$ cat src/rtl/fetch_buffer.sv
// ============================================================================
// Module      : fetch_buffer
// Description : IF-stage prefetch FIFO of {pc, instr} pairs with valid/ready
//               handshake toward ID and a synchronous flush for taken branches.
// Revision    : 1.0 - initial release
// ============================================================================
`default_nettype none

module fetch_buffer #(
  parameter int N     = 32,
  parameter int W     = 32,
  parameter int DEPTH = 4
) (
  input  logic                         clk,
  input  logic                         reset,
  input  logic                         flush,
  input  logic                         in_valid,
  input  logic [N-1:0]                 pc_in,
  input  logic [W-1:0]                 instr_in,
  output logic                         in_ready,
  output logic                         out_valid,
  output logic [N-1:0]                 out_pc,
  output logic [W-1:0]                 out_instr,
  input  logic                         out_ready,
  output logic [$clog2(DEPTH+1)-1:0]   count
);

  localparam int c_PTR_W = $clog2(DEPTH);
  localparam int c_CNT_W = $clog2(DEPTH + 1);
  localparam logic [c_CNT_W-1:0] c_FULL = c_CNT_W'(DEPTH);

  logic [N+W-1:0]       r_mem [DEPTH];
  logic [c_PTR_W-1:0]   r_rd_ptr;
  logic [c_PTR_W-1:0]   r_wr_ptr;
  logic [c_CNT_W-1:0]   r_count;

  logic                 w_push;
  logic                 w_pop;
  logic [N+W-1:0]       w_head;

  // Handshake flags come only from the count register, so no input can
  // reach in_ready or out_valid combinationally.
  assign in_ready  = (r_count != c_FULL);
  assign out_valid = (r_count != '0);
  assign w_push    = in_valid & in_ready;
  assign w_pop     = out_valid & out_ready;
  assign w_head    = r_mem[r_rd_ptr];

  assign out_pc    = out_valid ? w_head[N+W-1:W] : '0;
  assign out_instr = out_valid ? w_head[W-1:0]   : '0;
  assign count     = r_count;

  always_ff @(posedge clk) begin
    if (reset || flush) begin
      r_rd_ptr <= '0;
      r_wr_ptr <= '0;
      r_count  <= '0;
    end else begin
      if (w_push) r_wr_ptr <= r_wr_ptr + 1'b1;
      if (w_pop)  r_rd_ptr <= r_rd_ptr + 1'b1;
      if (w_push && !w_pop)
        r_count <= r_count + 1'b1;
      else if (!w_push && w_pop)
        r_count <= r_count - 1'b1;
    end
  end

  // Storage is deliberately left uncleared on reset/flush; the pointers and
  // count alone define which entries are live.
  always_ff @(posedge clk) begin
    if (!reset && !flush && w_push)
      r_mem[r_wr_ptr] <= {pc_in, instr_in};
  end

endmodule

`default_nettype wire

$ cat config.mk
export PLATFORM = sky130hd
export DESIGN_NAME = fetch_buffer
export DESIGN_NICKNAME = d
export VERILOG_FILES = /design/src/rtl/fetch_buffer.sv
export SDC_FILE = /design/constraint.sdc
export NUM_CORES = 1
export LEC_CHECK = 0
export ABC_CLOCK_PERIOD_IN_PS = 2950
export CAP_MARGIN = 20
export CORE_MARGIN = 2
export CORE_UTILIZATION = 50
export DETAILED_ROUTE_END_ITERATION = 6
export PLACE_DENSITY = 0.72
export SYNTH_ARGS = -nofsm -noshare
export SYNTH_HDL_FRONTEND = slang
export SYNTH_SLANG_ARGS = --single-unit
$ cat constraint.sdc
create_clock -name clk -period 2.95 [get_ports clk]
set_clock_uncertainty 0.1 [all_clocks]
set_input_delay 0.59 -clock clk [delete_from_list [all_inputs] [get_ports clk]]
set_output_delay 0.59 -clock clk [all_outputs]
set_load 0.005 [all_outputs]
==> impl_results.md <==
- Synth async-reset ratio: 0
- Final std cell area, no fill: between 10000 and 15000 um2
- Clock transition at the registers of the reported paths: approximately 0.05 ns
- Number of cell rows: 52
- Standard cell area after detailed placement: between 10000 and 15000 um2
- DR iter-0 viols: 309
- Number of inserted filler cells in the final layout: ~1300
- Synth Cell Area: 10200 um2
- Post-route minimum period: approximately 2.9 ns
- WL final: between 15 and 20 mm
- P_int: 6360 uW
- Kind of start point of the critical path: flip-flop
- Part of the power in combinational logic: 0.108
- CTS Root Cell: clkbuf_16
- Number of distinct standard cells referenced by the synthesized netlist: 26
- Maximum operating frequency: approximately 0.35 GHz
- Htree depth: 1
- DRC errors left: 0
- Leading cell types in the layout, fill and taps excluded: 256 x edfxtp_1, 73 x clkdlybuf4s50_1, 64 x mux4_2
- Global routing usage summed across all routing layers: 0.176
- Via count of the first global-routing pass: approximately 5300
- Insertion delay of the later-clocked pin in the worst-skew pair: ~0.52 ns
- Crit-path slowest cell: mux4_2
- Max Buffers Root-to-Sink: 3
- Stage delay of the slowest cell on the critical path: ~0.49 ns
- Syn Inst Count: 454
- Number of enable flip-flop cells after synthesis: between 200 and 300
- Fraction of layout instances using a drive strength above 1: 0.245
- Crit Path Class: reg2out
- Die X: about 150 um
- Number of failing hold endpoints at the final stage: 0
- Proportion of power drawn by flip-flops and latches: 0.522
- Total gr overflow: 0
- Max-capacitance violation count: 0
- Initial antenna violation count: 0
- Full die area: 21500 um2
- CTS tree: built
- Final WS setup: approximately 0.054 ns
- Quantity of I/O buffers inserted on ports: 137
- Power dissipated by switching net loads: between 1500 and 2000 uW
- Max-slew violation total from the final report: 0
- Post-synthesis register bit count: 265
- Data arrival time of the critical path: ~2.2 ns
- Total power: approximately 8000 uW
- Worst slack, placed: between 0.08 and 0.09 ns
- Core utilization of the finished layout: 0.658
- Largest delay share family, worst path: buffers and inverters
- Count of nets left with antenna violations after detail routing: 0
- Ratio of final minimum period to clock period: 0.982
- First-pass GRT wire length: 29.1 mm
- Avg Vias per Cell: about 5.3
- CP Capture Type: primary output
- Total power per unit cell area: roughly 610 nW/um2
- RePlAce Congestion: about 0.7
- Number of buffer and inverter stages on the critical path: 4
- Number of clock sinks: 265
- Hold_buf cts: 0
- Overall die height: about 150 um
- Highest net fanout along the worst path: 9
- Most common cell after layout, fill and taps aside: edfxtp_1
- Series of cell instances along the critical path: buf_12, buf_16, buf_4, mux4_2, and2_1, dlygate4sd2_1
- Leakage: just under 0.005 uW
- Portion of total power attributed to the clock network: 0.369
- Largest net degree at the start of global routing: 34
- Core area: 20100 um2
- Status: finished, final reports clean
- Effective utilization at floorplan: 0.505
- Number of iterations in the first detailed-routing pass: 4
- Final HPWL from detailed placement: approximately 11 mm
- Worst IR Drop VDD: 0.442 mV
- Number of nets in the layout: between 700 and 800
- Kind of path behind the tightest hold check: reg2reg
- Setup violation total in the final timing report: 0
- Worst-case headroom to the max-slew limit: 0.638
- Switching portion of total power: 0.209
- Net count after synthesis: 529
- Total CTS buffers: 27
- Required time worst endpoint: roughly 2.3 ns
- Transition time at the pin with the least slew margin: 0.536 ns
- Leading register cell type out of synthesis: edfxtp_1
- Number of vias after detailed routing: a little under 5000
- Average size of a mapped cell: about 22 um2
- Proportion of synthesized chip area in sequential cells: 0.775
- Routed wire per std cell: a little over 20 um
- Synth-to-Final Area Change: 30.3%
- Antenna fix cells: 0
- Yosys warns: 0
- Io pins: around 140
==> power groups by stage <==
| stage | Sequential (uW) | Combinational (uW) | Clock [uW] |
|---|---|---|---|
| after floorplan | 4270 | 337 | 0 |
| after global placement | 4280 | 815 | 0 |
| after detailed placement | 4280 | 833 | 0 |
| after CTS | 4200 | 875 | 3050 |
| after global routing | 4200 | 939 | 3190 |
| final | 4200 | 869 | 2970 |
==> logic make-up (layout without fill, tap and decap cells) <==
kind of cell / Yosys count / after routing / share of synthesized area
fa+ha+maj: 6 / 6 / 0.00813
flops: 265 / 265 / 0.775
simple gates: 82 / 82 / 0.0501
buf+inv: 26 / 228 / 0.0163
compound gates: 6 / 6 / 0.00431
xor+xnor: 4 / 4 / 0.00345
mux: 65 / 65 / 0.143
==> per-stage QoR <==
| stage | hold slack [ns] | instances | TNS, ns |
|---|---|---|---|
| after floorplan | 0.370 | 454 | 0 |
| after CTS | 0.441 | 910 | -2.93 |
| after global routing | 0.475 | 926 | -0.0505 |
| after detailed placement | 0.427 | 854 | 0 |
| after global placement | 0.392 | 854 | 0 |
| final | 0.439 | 926 | 0 |
==> cell usage after synthesis, types with 2 or more instances <==
library cell	count	share of area
inv_1	3	0.0011
and3_2	4	0.0030
buf_6	8	0.0089
buf_2	6	0.0030
nor2_1	6	0.0022
edfxtp_1	256	0.76
mux4_2	64	0.14
xor2_1	4	0.0034
clkbuf_1	9	0.0033
dfxtp_1	9	0.018
and2_1	64	0.039
o21ai_0	2	0.00099
nand4_1	2	0.0012
ha_1	5	0.0062
==> sequential cells by signal, summed over array words and instances (netlist names), named ones only <==
signal,count
r_wr_ptr,2
r_rd_ptr,2
r_mem,256
count,3
==> worst reg2reg max path: stages, from the launching register on <==
cell	delay, ns
dfxtp_1	0.43
or3b_4	0.44
and2_4	0.20
ha_1	0.23
inv_1	0.08
fa_1	0.19
xor2_1	0.08
or3_2	0.40
a21oi_1	0.16
==> final cells by class <==
cell class / instances / area, um2 / area share
Inverter: 3 / 11.3 / 0.000851
Timing Repair Buffer: 177 / 2080 / 0.157
Clock inverter: 17 / 85.1 / 0.00643
Tap cell: 270 / 338 / 0.0255
Multi-Input combinational cell: 163 / 2150 / 0.163
Clock buffer: 31 / 691 / 0.0522
Sequential cell: 265 / 7880 / 0.595
==> routing by layer <==
layer / wire length, um / GRT usage / share of wire
met1: 8050 / 0.235 / 0.43
met3: 973 / 0.0303 / 0.051
met4: 283 / 0.0437 / 0.015
met2: 9590 / 0.306 / 0.51
met5: 0 / 0 / 0
==> repair_timing <==
item | 4_1_cts | 5_1_grt
resized for setup | 40 | 50
cloned | 2 | 2
endpoints found under the setup margin | 64 | 38
setup buffers | 6 | 15
pin swaps | 0 | 0
==> path summary, 6_finish.rpt <==
path         cells past startpoint  slack, ns        start     endpoint
max                              6       0.05    flip-flop   out_pc[24]
min                              2       0.44  r_rd_ptr[1]  r_rd_ptr[1]
max reg2reg                      8       0.57     count[2]     count[2]
min reg2reg                      2       0.44  r_rd_ptr[1]  r_rd_ptr[1]
(Power assumes the default switching activity.)
